--- src/rtl/lsu_pkg.sv ---
// Shared definitions for the load/store unit: funct3 encodings, FSM states
// and access-size / legality decode.
package lsu_pkg;

  localparam logic [2:0] F3_B  = 3'b000;
  localparam logic [2:0] F3_H  = 3'b001;
  localparam logic [2:0] F3_W  = 3'b010;
  localparam logic [2:0] F3_BU = 3'b100;
  localparam logic [2:0] F3_HU = 3'b101;

  typedef enum logic [1:0] {
    ST_IDLE  = 2'd0,
    ST_BEAT0 = 2'd1,
    ST_BEAT1 = 2'd2,
    ST_FIN   = 2'd3
  } lsu_state_t;

  // Access size in bytes (1, 2 or 4); the sign bit of funct3 does not matter.
  function automatic logic [2:0] access_size(input logic [2:0] funct3);
    case (funct3[1:0])
      2'b00:   access_size = 3'd1;
      2'b01:   access_size = 3'd2;
      default: access_size = 3'd4;
    endcase
  endfunction

  function automatic logic funct3_legal(input logic store, input logic [2:0] funct3);
    case (funct3)
      F3_B, F3_H, F3_W: funct3_legal = 1'b1;
      F3_BU, F3_HU:     funct3_legal = !store;
      default:          funct3_legal = 1'b0;
    endcase
  endfunction

endpackage

--- src/rtl/lsu_lane_align.sv ---
// Combinational lane steering: byte strobes for the current beat, store data
// rotated onto its lanes, and per-result-byte select into the two-beat buffer.
module lsu_lane_align (
  input  logic [1:0]  off,
  input  logic [2:0]  size,
  input  logic        beat,
  input  logic [31:0] wdata,
  output logic [3:0]  wstrb,
  output logic [31:0] wdata_rot,
  output logic [11:0] load_sel
);

  // A lane is enabled when its byte position within the access (beat*4 + lane - off)
  // falls inside [0, size); negative positions wrap to large 4-bit values.
  always_comb begin
    wstrb    = '0;
    load_sel = '0;
    for (int l = 0; l < 4; l++) begin
      wstrb[l] = (4'(l) + (beat ? 4'd4 : 4'd0) - {2'b00, off}) < {1'b0, size};
      load_sel[l*3 +: 3] = {1'b0, off} + 3'(l);
    end
  end

  always_comb begin
    case (off)
      2'd1:    wdata_rot = {wdata[23:0], wdata[31:24]};
      2'd2:    wdata_rot = {wdata[15:0], wdata[31:16]};
      2'd3:    wdata_rot = {wdata[7:0],  wdata[31:8]};
      default: wdata_rot = wdata;
    endcase
  end

endmodule

--- src/rtl/load_store_unit.sv ---
// Load/store initiator: one request per handshake, word-boundary splitting
// into two beats, and a single registered response per request.
module load_store_unit
  import lsu_pkg::*;
#(
  parameter int WIDTH = 32
) (
  input  logic             clk,
  input  logic             reset,
  input  logic             req_valid,
  output logic             req_ready,
  input  logic             req_store,
  input  logic [2:0]       req_funct3,
  input  logic [WIDTH-1:0] req_addr,
  input  logic [WIDTH-1:0] req_wdata,
  output logic             mem_req,
  output logic             mem_we,
  output logic [WIDTH-3:0] mem_addr,
  output logic [3:0]       mem_wstrb,
  output logic [WIDTH-1:0] mem_wdata,
  input  logic [WIDTH-1:0] mem_rdata,
  output logic             resp_valid,
  output logic [WIDTH-1:0] resp_data,
  output logic             resp_err,
  output logic [1:0]       state_dbg
);

  // Handshake: a request transfers on a rising edge where req_valid && req_ready;
  // req_ready is high only in IDLE and the response is a single-cycle pulse with
  // no backpressure.
  lsu_state_t       state, state_nxt;
  logic [WIDTH-1:0] addr_q, wdata_q, low_q, load_val;
  logic             store_q, err_q;
  logic [2:0]       f3_q, size;
  logic [1:0]       off;
  logic             split, beat1, fire;
  logic [3:0]       lane_strb;
  logic [WIDTH-1:0] lane_wdata;
  logic [11:0]      load_sel;
  logic [63:0]      beat_bytes;
  logic [7:0]       b0, b1, b2, b3;

  assign off   = addr_q[1:0];
  assign size  = access_size(f3_q);
  assign split = ({2'b00, off} + {1'b0, size}) > 4'd4;
  assign beat1 = (state == ST_BEAT1);
  assign fire  = req_valid && req_ready;

  lsu_lane_align u_align (
    .off       (off),
    .size      (size),
    .beat      (beat1),
    .wdata     (wdata_q),
    .wstrb     (lane_strb),
    .wdata_rot (lane_wdata),
    .load_sel  (load_sel)
  );

  always_comb begin
    state_nxt = state;
    case (state)
      ST_IDLE:  if (req_valid) state_nxt = funct3_legal(req_store, req_funct3) ? ST_BEAT0 : ST_FIN;
      ST_BEAT0: state_nxt = split ? ST_BEAT1 : ST_FIN;
      ST_BEAT1: state_nxt = ST_FIN;
      ST_FIN:   state_nxt = ST_IDLE;
      default:  state_nxt = ST_IDLE;
    endcase
  end

  // Memory outputs decode from registered state only, so reset drops them at once.
  assign req_ready = (state == ST_IDLE);
  assign mem_req   = (state == ST_BEAT0) || beat1;
  assign mem_we    = mem_req && store_q;
  assign mem_addr  = mem_req ? addr_q[WIDTH-1:2] + {{(WIDTH-3){1'b0}}, beat1} : '0;
  assign mem_wstrb = mem_req ? lane_strb : 4'b0000;
  assign mem_wdata = mem_req ? lane_wdata : '0;
  assign state_dbg = state;

  // In FIN the bytes of a split access span {last beat, first beat}.
  always_comb begin
    beat_bytes = split ? {mem_rdata, low_q} : {32'b0, mem_rdata};
    b0 = beat_bytes[{load_sel[2:0],  3'b000} +: 8];
    b1 = beat_bytes[{load_sel[5:3],  3'b000} +: 8];
    b2 = beat_bytes[{load_sel[8:6],  3'b000} +: 8];
    b3 = beat_bytes[{load_sel[11:9], 3'b000} +: 8];
    case (f3_q)
      F3_B:    load_val = {{24{b0[7]}}, b0};
      F3_H:    load_val = {{16{b1[7]}}, b1, b0};
      F3_BU:   load_val = {24'b0, b0};
      F3_HU:   load_val = {16'b0, b1, b0};
      default: load_val = {b3, b2, b1, b0};
    endcase
  end

  always_ff @(posedge clk or negedge reset) begin
    if (!reset) begin
      state      <= ST_IDLE;
      addr_q     <= '0;
      wdata_q    <= '0;
      store_q    <= 1'b0;
      f3_q       <= 3'b000;
      err_q      <= 1'b0;
      low_q      <= '0;
      resp_valid <= 1'b0;
      resp_err   <= 1'b0;
      resp_data  <= '0;
    end else begin
      state <= state_nxt;
      if (fire) begin
        addr_q  <= req_addr;
        wdata_q <= req_wdata;
        store_q <= req_store;
        f3_q    <= req_funct3;
        err_q   <= !funct3_legal(req_store, req_funct3);
      end
      if (beat1) low_q <= mem_rdata;
      resp_valid <= (state == ST_FIN);
      resp_err   <= (state == ST_FIN) && err_q;
      resp_data  <= ((state == ST_FIN) && !err_q && !store_q) ? load_val : '0;
    end
  end

endmodule

--- config.mk ---
export PLATFORM = sky130hd
export DESIGN_NAME = load_store_unit
export DESIGN_NICKNAME = d
export VERILOG_FILES = /design/src/rtl/lsu_pkg.sv /design/src/rtl/lsu_lane_align.sv /design/src/rtl/load_store_unit.sv
export SDC_FILE = /design/constraint.sdc
export NUM_CORES = 1
export LEC_CHECK = 0
export BUFFER_PORTS_ARGS = -buffer_cell sky130_fd_sc_hd__buf_2
export CAP_MARGIN = 20
export CORE_MARGIN = 2
export CORE_UTILIZATION = 45
export CTS_CLUSTER_SIZE = 25
export DETAILED_ROUTE_END_ITERATION = 8
export PLACE_DENSITY = 0.69
export SKIP_LAST_GASP = 1
export SYNTH_ARGS = -nofsm -noshare
export SYNTH_HDL_FRONTEND = slang
export SYNTH_HIERARCHICAL = 1
export SYNTH_SLANG_ARGS = --single-unit
--- constraint.sdc ---
create_clock -name clk -period 9.7 [get_ports clk]
set_input_delay 1.94 -clock clk [delete_from_list [all_inputs] [get_ports clk]]
set_output_delay 1.94 -clock clk [all_outputs]
set_load 0.005 [all_outputs]
==> flow_summary.ini, run 1 <==
[yosys]
synth-simple-area-share_pct = 12.3
async_reset_ff_share_pct = 100
syn_nets = 1036
netlist_area_mm2 = 0.00989
synth_mux_area_share_pct = 30.3
ys_seq_area_share_pct = 34.7
synth_top_family_by_area = multiplexers
synthXorXnorAreaFrac_pct = 2.73
synth_edf_count = 0
ys_types = 57
ys.flop_type = dfrtp_1
yosysWarnings = 6
yosys.area_share.adder_pct = 3.11
syn-mean-instance-area_um2 = 10.9
synth_cells = 909
synth_compound_area_share_pct = 10.6
ys_ff_latch = 137

[clock_tree]
root_buffer = clkbuf_16
htree_levels = 4
cts_buffer_depth = 2
cts_hold_buf = 0
cts_buffers = 17
insertion_delay_ns = 0.44
numClockSinks = 137
post-cts-setup-buffers = 0
cts.clk_slew.worst_paths_ns = 0.07
ctsResizeCount = 0
cts_tree = done

[placement]
dpl.hpwl_mm = 17.7
dp.cells = 1333
place_congestion = 0.830
dp_worst_setup_slack_ns = 4.43
io_buffers = 207

[timing]
hold_viol = 0
finClkSkew_ns = 0.00905
final.setup.worst_slack_ns = 3.96
fin_crit_sh_pct = 59.2
slew_violations = 0
finalSetupTns_ns = 0
finalSetupViolCount = 0
relSlewSlack_pct = 24.1
worstMarginPinSlew_ns = 1.14
min_period_ns = 5.74
rsz0062_at_grt = no
max_freq_mhz = 174

[run]
drv_cap = 0

[global_routing]
antenna_found_initial = 6
grt_first_pass_wirelength_mm = 41.7
first_global_vias = 7948
track_usage_pct = 22.3
grt-ovfl-total = 0
grt_max_degree = 81

[routing]
vias = 7966
antenna_left = 0
vias_per_cell = 5.81
wl_mm = 26.2
drt_first_pass_iters = 9
wl_per_cell_um = 19.1
drt_iter0_drc = 702
drc = 0

[critical_path]
worstSetupStartpoint = addr_q[0]
endpoint_kind = output pin
crit_fanout = 47
cpPeakStageDelay_ns = 0.67
critPathLaunchType = flop
arrival_ns = 3.80
critPathBufInv = 4
cp_slowest_cell = ha_1
path_delay_family = buffers and inverters
crit_required_ns = 7.76
crit_top_cell = ha_1
rr_startpoint = f3_q[1]
path_cells = inv_2 -> buf_4 -> ha_1 -> inv_1 -> ha_1 -> a221o_1 -> a31oi_1 -> and2_1 -> buf_2
crit_type = reg2out

[outcome]
status = completed

[pwr]
p_leak_nw = 5.33
finalPower_w = 0.00485
powerDensity_mw_per_mm2 = 420
ir_drop_mv = 0.377

[die]
die_y_um = 152
core.rowCount = 54
start_util_pct = 45.6
core_mm2 = 0.0217
die_x_um = 152
die_area_mm2 = 0.0232
ioPinCount = 208

[finish]
final_common_cell = buf_2
area_growth_pct = 16.8
final_cell_mix = 206 x buf_2, 136 x dfrtp_1, 113 x mux2_2
stdcell_count = 1371
final_nets = 1200
drive_gt1_share_pct = 38.6
fin_util_pct = 53.3
fillerInstances = 1958

[worst_hold_path]
hp-class = reg2reg
hp-start = low_q[9]
## area by class of cell
| type | instances | area (µm²) | area share, % |
|---|---|---|---|
| Multi-Input combinational cell | 652 | 5860 | 50.7 |
| Inverter | 48 | 180 | 1.56 |
| Clock inverter | 14 | 144 | 1.25 |
| Sequential cell | 137 | 3430 | 29.7 |
| Antenna cell | 5 | 12.5 | 0.108 |
| Tap cell | 280 | 350 | 3.03 |
| Clock buffer | 18 | 439 | 3.80 |
| Timing Repair Buffer | 217 | 1140 | 9.84 |
## kinds of logic (layout without fill, tap and decap cells)
logic type                 after synthesis  count (layout)
and+or+nand+nor                        229             229
adders and majority gates               24              24
other                                    1               6
AOI/OAI and AO/OA                      134             134
DFF                                    137             137
xor gates and xnor gates                30              30
buffers and inverters                  120             297
muxes                                  234             234
## final timing paths
check	endpoint	slack [ns]	cells past startpoint
worst max-delay path	mem_wstrb[2]	3.96	9
worst min-delay path	low_q[9]	0.51	1
worst max register to register	resp_data[27]	4.88	10
worst min register to register	low_q[9]	0.51	1
max in group asynchronous	addr_q[0]	6.84	2
min in group asynchronous	resp_data[5]	1.55	1
## layer usage
layer / GRT usage (%) / vias up / wire length (µm)
met5: 0 / - / 13
li1: - / 3710 / -
met3: 5.35 / 58 / 1630
met1: 28.3 / 3890 / 11000
met4: 9.57 / 2 / 900
met2: 36.6 / 306 / 12600
## stage by stage
stage               instance area [µm²]  hold WS, ns
floorplan                          9890        0.475
global placement                  10900        0.484
detailed placement                10900        0.496
CTS                               11500        0.510
global route                      11600        0.515
finish                            11600        0.505
## synthesized netlist by cell type, drive strengths merged, types with 4 or more instances
cell type | n | area [µm²]
dfrtp | 137 | 3430
mux2 | 121 | 1390
mux2i | 75 | 751
and2 | 67 | 419
nand2 | 57 | 214
inv | 48 | 180
buf | 46 | 340
mux4 | 38 | 856
a222oi | 32 | 320
nand3 | 32 | 160
a21oi | 27 | 135
clkbuf | 26 | 97.6
ha | 23 | 288
o211ai | 20 | 150
xnor2 | 20 | 175
nor2 | 16 | 60.1
a221oi | 13 | 114
nand2b | 13 | 81.3
xor2 | 10 | 95.1
nand4 | 8 | 50.1
nor2b | 8 | 50.1
o22ai | 8 | 50.1
and3 | 6 | 37.5
nor3 | 6 | 30.0
o221ai | 5 | 43.8
or2 | 5 | 31.3
a21o | 4 | 30.0
a31oi | 4 | 25.0
a41oi | 4 | 35.0
## sequential cells by signal (all words and copies together) (netlist names)
name / cells
addr_q: 32
low_q: 32
resp_data: 32
wdata_q: 32
f3_q: 3
state_dbg: 2
err_q: 1
resp_err: 1
resp_valid: 1
store_q: 1
## power by group
part	switching (W)	internal [W]
Clock	0.000296	0.000350
Combinational	0.00157	0.00154
Sequential	0.000264	0.000833
Total	0.00213	0.00272
Note: power is estimated with default switching activity, not from simulation.
==> inputs of run 2 (changes only) <==
==> constraint.sdc (replaced) <==
create_clock -name clk -period 5.74 [get_ports clk]
set_input_delay 1.148 -clock clk [delete_from_list [all_inputs] [get_ports clk]]
set_output_delay 1.148 -clock clk [all_outputs]
set_load 0.005 [all_outputs]
==> flow_summary.ini, run 2 (synthesis results as in run 1) <==
[pwr]
p_leak_nw = 5.36
ir_drop_mv = 0.573
finalPower_w = 0.00832
powerDensity_mw_per_mm2 = 715

[die]
start_util_pct = 45.6
core.rowCount = 54
die_x_um = 152
die_area_mm2 = 0.0232
ioPinCount = 208
die_y_um = 152
core_mm2 = 0.0217

[finish]
final_common_cell = buf_2
final_nets = 1202
final_cell_mix = 206 x buf_2, 136 x dfrtp_1, 113 x mux2_2
area_growth_pct = 17.5
fin_util_pct = 53.6
finalInstanceArea_mm2 = 0.0116
drive_gt1_share_pct = 38.7

[timing]
finalSetupTns_ns = 0
hold_viol = 0
slew_violations = 0
max_freq_mhz = 206
relSlewSlack_pct = 28.0
finClkSkew_ns = 0.0106
final.setup.worst_slack_ns = 0.880
fin_crit_sh_pct = 84.7
rsz0062_at_grt = no
min_period_ns = 4.86
finalSetupViolCount = 0
worstMarginPinSlew_ns = 1.08

[clock_tree]
htree_levels = 4
post-cts-setup-buffers = 0
ctsResizeCount = 0
root_buffer = clkbuf_16
cts_buffers = 17
cts_buffer_depth = 2
insertion_delay_ns = 0.42
cts_tree = done
cts_hold_buf = 0
cts.clk_slew.worst_paths_ns = 0.07
numClockSinks = 137

[routing]
antenna_left = 0
wl_per_cell_um = 19.5
drt_iter0_drc = 836
drt_first_pass_iters = 9
drc = 1
vias = 8070
vias_per_cell = 5.89
wl_mm = 26.8

[run]
drv_cap = 0

[critical_path]
crit_required_ns = 4.59
crit_top_cell = ha_1
path_delay_family = adder cells
crit_type = reg2out
critPathBufInv = 3
crit_fanout = 28
cpPeakStageDelay_ns = 0.78
critPathLaunchType = flop
rrSetupSlack_ns = 1.36
endpoint_kind = output pin
path_cells = inv_2 -> ha_1 -> inv_1 -> ha_1 -> a221o_1 -> a31oi_1 -> and2_1 -> buf_2
arrival_ns = 3.71
cp_slowest_cell = dfrtp_2

[global_routing]
antenna_found_initial = 2
grt-ovfl-total = 0
first_global_vias = 7951
grt_first_pass_wirelength_mm = 42.3
grt_max_degree = 95
track_usage_pct = 22.7

[placement]
dpl_cell_area_mm2 = 0.0109
dp_worst_setup_slack_ns = 1.32
io_buffers = 207
dpl.hpwl_mm = 18.0
place_congestion = 0.856

[outcome]
violations = design-rule violations
status = finished with violations

[worst_hold_path]
hp-class = reg2reg
-- run 2: cell count changes in the layout (fill, tap and decap cells not counted) --
cell       previous run  this run
diode_2               5         2
buf_16                1         2
inv_8                 6         4
buf_4                 9        10
clkinv_8              1         3
inv_6                 5         4
clkbuf_8              1         0
bufinv_16             0         2
-- run 2: layer usage --
layer,up-vias,global-route usage [%],wire [µm]
li1,3711,-,-
met1,3954,28.8,11000
met2,352,38.5,13200
met3,53,5.01,1820
met4,0,8.01,676
met5,-,0,0
-- run 2: layout make-up --
cell class	count	area, µm²
antenna	2	5.00
clock buffer	17	425
clock inverter	15	205
fill	1920	10100
inverter	48	180
multi-input combinational	652	5860
sequential	137	3430
tap	280	350
timing repair buffer	219	1170
-- run 2: worst paths after layout --
check | startpoint | endpoint | depth (start not counted)
setup / recovery | addr_q[0] | mem_wstrb[2] | 8
hold / removal | low_q[18] | low_q[18] | 1
setup reg to reg | f3_q[0] | resp_data[27] | 9
hold reg to reg | low_q[18] | low_q[18] | 1
max in group asynchronous | reset | wdata_q[15] | 2
min in group asynchronous | reset | low_q[1] | 1
-- run 2: metrics by stage --
step	hold slack, ns	cells
final	0.509	1370
after global routing	0.514	1370
after CTS	0.509	1366
after detailed placement	0.492	1334
after global placement	0.487	1334
after floorplan	0.475	909
-- run 2: worst reg2reg max path, delay by kind of cell, from the launching register on --
family                     cells  cell delay [ns]
muxes                          1             0.39
adders and majority gates      2             0.77
DFF                            1             0.42
and+or+nand+nor                2             1.16
AOI/OAI and AO/OA              4             1.48
-- run 2: where the power goes --
| part | internal (W) | switching [W] |
|---|---|---|
| Combinational | 0.00261 | 0.00266 |
| Clock | 0.000669 | 0.000509 |
| Sequential | 0.00141 | 0.000456 |
